File: src/rtl/counter_pkg.sv
// Shared definitions for the modulo-K counter family (up and down variants).
package counter_pkg;

  typedef enum logic [1:0] {
    ST_IDLE  = 2'd0,
    ST_RUN   = 2'd1,
    ST_PAUSE = 2'd2,
    ST_DONE  = 2'd3
  } state_t;

  // Number of bits needed to represent value; never less than 1.
  function automatic int clogb2(input int value);
    int r;
    r = 1;
    for (int i = 0; i < 32; i++) begin
      if ((value >> i) != 0) r = i + 1;
    end
    return r;
  endfunction

endpackage

File: src/rtl/down_counter_core.sv
// N-bit modulo-K down-count register: saturating load, forced reload to K-1,
// decrement with optional wrap at zero.
module down_counter_core
  import counter_pkg::*;
#(
  parameter int K      = 20,
  parameter int RELOAD = 0,
  localparam int N     = clogb2(K - 1)
) (
  input  logic         clk,
  input  logic         aclr,
  input  logic         load_i,
  input  logic [N-1:0] load_value_i,
  input  logic         set_max_i,
  input  logic         dec_i,
  output logic [N-1:0] q_o,
  output logic         zero_o
);

  localparam int unsigned KMAX  = K - 1;
  localparam logic [N-1:0] QMAX = N'(K - 1);
  localparam logic [N-1:0] ONE  = N'(1);

  logic [N-1:0] q_q;
  logic [N-1:0] q_d;
  int unsigned  lv_full;

  // Next count: load (saturated) beats forced reload beats decrement.
  always_comb begin
    q_d     = q_q;
    lv_full = 32'(load_value_i);
    if (load_i) begin
      if (lv_full > KMAX) q_d = QMAX;
      else                q_d = load_value_i;
    end else if (set_max_i) begin
      q_d = QMAX;
    end else if (dec_i) begin
      if (q_q == '0) begin
        if (RELOAD != 0) q_d = QMAX;
        else             q_d = q_q;
      end else begin
        q_d = q_q - ONE;
      end
    end
  end

  // Count register, cleared asynchronously.
  always_ff @(posedge clk or posedge aclr) begin
    if (aclr) q_q <= '0;
    else      q_q <= q_d;
  end

  assign q_o    = q_q;
  assign zero_o = (q_q == '0);

endmodule

File: src/rtl/countdown_modulo_k.sv
// Loadable modulo-K down counter with IDLE/RUN/PAUSE/DONE control.
// One-shot (RELOAD=0) stops at zero; reload mode (RELOAD=1) wraps to K-1.
module countdown_modulo_k
  import counter_pkg::*;
#(
  parameter int K      = 20,
  parameter int RELOAD = 0,
  localparam int N     = clogb2(K - 1)
) (
  input  logic         clk,
  input  logic         aclr,
  input  logic         enable,
  input  logic         load,
  input  logic [N-1:0] load_value,
  input  logic         start,
  input  logic         stop,
  output logic [N-1:0] Q,
  output logic         borrow,
  output logic         done,
  output logic         busy
);

  state_t state_q;
  logic   done_q;
  logic   zero;
  logic   in_run;
  logic   start_only;
  logic   core_dec;
  logic   core_set_max;

  assign in_run     = (state_q == ST_RUN);
  assign start_only = start && !stop;

  // stop (and load) suppress counting on the same edge.
  assign core_dec     = !load && in_run && !stop && enable;
  assign core_set_max = !load && (state_q == ST_DONE) && start_only;

  down_counter_core #(
    .K      (K),
    .RELOAD (RELOAD)
  ) u_core (
    .clk          (clk),
    .aclr         (aclr),
    .load_i       (load),
    .load_value_i (load_value),
    .set_max_i    (core_set_max),
    .dec_i        (core_dec),
    .q_o          (Q),
    .zero_o       (zero)
  );

  // Control FSM and registered done pulse; load overrides everything but aclr.
  always_ff @(posedge clk or posedge aclr) begin
    if (aclr) begin
      state_q <= ST_IDLE;
      done_q  <= 1'b0;
    end else if (load) begin
      state_q <= ST_IDLE;
      done_q  <= 1'b0;
    end else begin
      done_q <= 1'b0;
      unique case (state_q)
        ST_IDLE: begin
          if (start_only) state_q <= ST_RUN;
        end
        ST_RUN: begin
          if (stop) begin
            state_q <= ST_PAUSE;
          end else if (enable && zero) begin
            done_q <= 1'b1;
            if (RELOAD == 0) state_q <= ST_DONE;
          end
        end
        ST_PAUSE: begin
          if (start_only) state_q <= ST_RUN;
        end
        ST_DONE: begin
          if (start_only) state_q <= ST_RUN;
        end
        default: state_q <= ST_IDLE;
      endcase
    end
  end

  assign borrow = in_run && enable && zero;
  assign busy   = (state_q == ST_RUN) || (state_q == ST_PAUSE);
  assign done   = done_q;

endmodule

File: config.mk
export PLATFORM = sky130hd
export DESIGN_NAME = countdown_modulo_k
export DESIGN_NICKNAME = d
export VERILOG_FILES = /design/src/rtl/counter_pkg.sv /design/src/rtl/down_counter_core.sv /design/src/rtl/countdown_modulo_k.sv
export SDC_FILE = /design/constraint.sdc
export NUM_CORES = 1
export LEC_CHECK = 0
export BUFFER_PORTS_ARGS = -buffer_cell sky130_fd_sc_hd__buf_2
export CAP_MARGIN = 30
export CORE_AREA = 3 3 40 42
export DETAILED_ROUTE_END_ITERATION = 10
export DIE_AREA = 0 0 43 45
export PLACE_DENSITY_LB_ADDON = 0.25
export SLEW_MARGIN = 20
export SYNTH_ARGS = -nofsm -noshare
export SYNTH_HDL_FRONTEND = slang
export SYNTH_SLANG_ARGS = --single-unit
File: constraint.sdc
create_clock -name clk -period 2.2 [get_ports clk]
set_input_delay 0.33 -clock clk [delete_from_list [all_inputs] [get_ports clk]]
set_output_delay 0.33 -clock clk [all_outputs]
set_load 0.01 [all_outputs]
==> results.md <==
- The antenna violation net count after detailed routing is 0.
- The combinational family with the most area after synthesis is simple AND/OR/NAND/NOR gates.
- The area growth from synthesis to layout is 22.1%.
- Counting cells, the worst reg-to-reg path comes to 5.
- The maximum buffer depth of the clock tree is 2.
- The worst register-to-register path begins at u_core.q_o[0].
- Global routing finished with a remaining overflow of 0.
- The total standard cell area after synthesis is 572 µm².
- At the end of the flow, the number of nets in the layout was 97.
- The detailed router placed 550 vias in this run.
- The maximum frequency from static timing analysis is 0.495 GHz.
- Across every metal layer, demand over resource in global routing totals 16.1%.
- The worst setup path is of the reg -> out kind.
- The die covers 1940 µm².
- Sequential elements use 35.0% of the synthesized area.
- Of the total synthesized cell area, the portion taken by XOR and XNOR cells is 0%.
- The final critical-path required period is 2.02 ns.
- The setup check on the worst reg-to-reg path leaves a slack of 0.38 ns.
- The clock tree root driver cell is sky130_fd_sc_hd__clkbuf_4.
- The cell count after synthesis came out at 62.
- The height of the chip is 45 µm.
- Routed signal wires occupy layers up through met4.
- The average wire per standard cell is 13.6 µm.
- The HPWL reported at the end of detailed placement is 1000 µm.
- The number of cells in the design after placement is 93.
- The core region is 1280 µm².
- In this run, the number of DRC markers left after iteration 0 of detailed routing was 5.
- The top fanout value on the critical path is 5.
- After clock tree synthesis, the setup repair step added 0 buffers.
- In this run the critical register-to-register path is captured at u_core.q_o[0].
- The final worst-path cycle share is 91.9%.
- Leaving out filler cells and counting taps, the final layout contains 96.
- The final wirelength is 1310 µm.
- In this run, CTS created clock tree buffers numbering 3.
- When the netlist entered floorplanning its net count stood at 76.
- The library cells used most frequently in the layout, excluding fill and tap cells, are sky130_fd_sc_hd__buf_2 (18), sky130_fd_sc_hd__inv_1 (8), sky130_fd_sc_hd__dfrtp_1 (8).
- The via count of the first global-routing pass is 512.
- During synthesis, Yosys emitted a total of 0 warnings.
- Data on the critical path is required at its endpoint by 1.87 ns.
- Hold repair after CTS inserted 0 buffers.
- For this block, wires on met1 add up to 626 µm.
- The routed design uses 612 µm of met2 wire.
- The count of endpoints failing hold in the final timing report is 0.
- The run finished with clean final reports.
- The post-synthesis compound-gate area fraction is 24.5%.
- The share of synthesized cell area in and, or, nand and nor gates is 24.7%.
- The clock transition at the registers of the reported paths is 0.06 ns.
- Setup repair after global routing left no endpoint under its margin.
- The total negative slack is 0 ns.
- The tool flagged a number of max-cap violations equal to 0.
- Measured along the x axis, the die boundary spans 43 µm.
- The routability congestion estimate is 0.803.
- The worst min-delay path class is in -> async.
- Measured against its own limit, the worst slew margin works out to 74.4%.
- 0 antenna diodes ended up in the layout.
- The first-pass GRT wire length is 2240 µm.
- Leaving out fill and tap cells, the most frequent cell in the layout is sky130_fd_sc_hd__buf_2.
- In this run the number of H-tree levels came out at 1.
- The multiplexer share of the synthesized area is 1.75%.
- The number of antenna violations at the first check in global routing came to 0.
- The wire length on met3 is 61 µm.
- STA classifies the critical path startpoint as a register.
- The critical path starts at u_core.q_o[0].
- Using the TritonRoute via totals, the vias-per-cell ratio works out to 5.73.
- During placement, the flow inserted port buffers numbering 18.
- The worst vdd rail ir drop is 361 µV.
- Post-CTS repair changed the size of 0 cells.
- The TritonCTS sink count is 8.
- The endpoint kind of the worst setup timing path is an output pin.
- The largest net degree at the start of global routing is 18.
- The number of different library cells used by synthesis comes to 29.
- The starting density of the core is 44.5%.
- The average footprint of a synthesized cell is 9.22 µm².
- At the pin with the least slew margin, the transition time is 0.384 ns.
- The clock arrives with 0.0123 ns of skew.
- The static leakage is 0.350 nW.
- The first TritonRoute pass finished after 4 iterations.
- The number of placement rows is 13.
- For this run, design rule violations remaining after detail routing come to 0.
- Of the cells placed in the final design, the portion with a size suffix greater than 1 is 28.4%.
- Pin placement for this block handled 19 I/O pins.
- Dividing total power by cell area gives a power density of 557 nW/µm².
- The data arrival time of the critical path is 1.69 ns.
- The number of endpoints failing setup at the final stage is 0.
- The final max-slew violation count was 0.
- Counting flops and latches in the post-synthesis netlist gives 8.
- The TritonCTS clock tree is yes.
- The clock insertion delay at the later pin of the skew report is 0.26 ns.
- The synthesized-area fraction occupied by adder cells is 6.56%.
-- synthesized netlist by cell type --
cell type,count,area [µm²]
sky130_fd_sc_hd__dfrtp_1,8,200
sky130_fd_sc_hd__inv_1,8,30.0
sky130_fd_sc_hd__nand2_1,4,15.0
sky130_fd_sc_hd__nor2b_1,4,25.0
sky130_fd_sc_hd__nor3_1,4,20.0
sky130_fd_sc_hd__a211oi_1,3,22.5
sky130_fd_sc_hd__ha_1,3,37.5
sky130_fd_sc_hd__a221oi_1,2,17.5
sky130_fd_sc_hd__a311o_1,2,20.0
sky130_fd_sc_hd__clkbuf_1,2,7.51
sky130_fd_sc_hd__nand2b_1,2,12.5
sky130_fd_sc_hd__nor3b_1,2,15.0
sky130_fd_sc_hd__o21ai_0,2,10.0
sky130_fd_sc_hd__a2111o_1,1,11.3
sky130_fd_sc_hd__a21oi_1,1,5.00
sky130_fd_sc_hd__a311oi_1,1,8.76
sky130_fd_sc_hd__and3b_1,1,8.76
sky130_fd_sc_hd__and4_1,1,8.76
sky130_fd_sc_hd__buf_2,1,5.00
sky130_fd_sc_hd__mux2i_1,1,10.0
sky130_fd_sc_hd__nand4b_1,1,8.76
sky130_fd_sc_hd__nor2_1,1,3.75
sky130_fd_sc_hd__nor4bb_1,1,10.0
sky130_fd_sc_hd__o211a_1,1,10.0
sky130_fd_sc_hd__o22ai_1,1,6.26
sky130_fd_sc_hd__o2bb2ai_1,1,8.76
sky130_fd_sc_hd__o311a_1,1,10.0
sky130_fd_sc_hd__o32a_1,1,10.0
sky130_fd_sc_hd__or4b_4,1,13.8
-- kinds of logic (layout without fill, tap and decap cells) --
logic type	after synthesis	in the layout
AOI/OAI and AO/OA	17	17
DFF	8	8
adders and majority gates	3	3
and+or+nand+nor	22	22
buffers and inverters	11	30
muxes	1	1
-- per-stage QoR --
stage	setup slack, ns	hold slack [ns]	util, %	power, mW	cell area [µm²]
after floorplan	0.415	0.146	-	0.239	572
after global placement	0.419	0.292	52.6	0.276	676
after detailed placement	0.386	0.298	52.6	0.279	676
after CTS	0.157	0.0172	54.3	0.396	698
after global routing	0.0461	0.0150	54.3	0.422	698
final	0.179	0.0144	54.3	0.389	698
-- layer usage --
layer	up-vias	track usage, %
li1	274	-
met1	264	21.0
met2	10	23.7
met3	2	5.98
met4	0	7.83
met5	-	0
-- layout make-up --
class,instances,area (µm²)
flip-flops and latches,8,200
multi-input cells,43,329
well taps,15,18.8
clock buffers,3,22.5
fillers,128,587
inverters,8,30.0
repair buffers,19,97.6
-- critical path: stages, from the launching register on --
cell                      delay, ns
sky130_fd_sc_hd__dfrtp_1       0.41
sky130_fd_sc_hd__inv_1         0.07
sky130_fd_sc_hd__ha_1          0.19
sky130_fd_sc_hd__nor3b_1       0.34
sky130_fd_sc_hd__and4_1        0.28
sky130_fd_sc_hd__buf_2         0.14
-- worst max-delay path by stage --
| stage | to | cells past startpoint | slack [ns] |
|---|---|---|---|
| after floorplan | u_core.q_o[0] | 5 | 0.41 |
| after global placement | u_core.q_o[0] | 5 | 0.42 |
| after detailed placement | u_core.q_o[0] | 5 | 0.39 |
| after CTS | borrow | 5 | 0.16 |
| after global routing | borrow | 5 | 0.05 |
| final | borrow | 5 | 0.18 |
-- sequential cells by signal, summed over array words and instances (netlist names) --
name and count:
done 1, state_q 2, u_core.q_o 5
-- where the power goes --
part / internal [mW] / total [mW] / switching [mW]
Sequential: 0.161 / 0.175 / 0.0142
Clock: 0.0625 / 0.113 / 0.0503
Combinational: 0.0474 / 0.101 / 0.0540
Total: 0.271 / 0.389 / 0.118
Note: power is estimated with default switching activity, not from simulation.
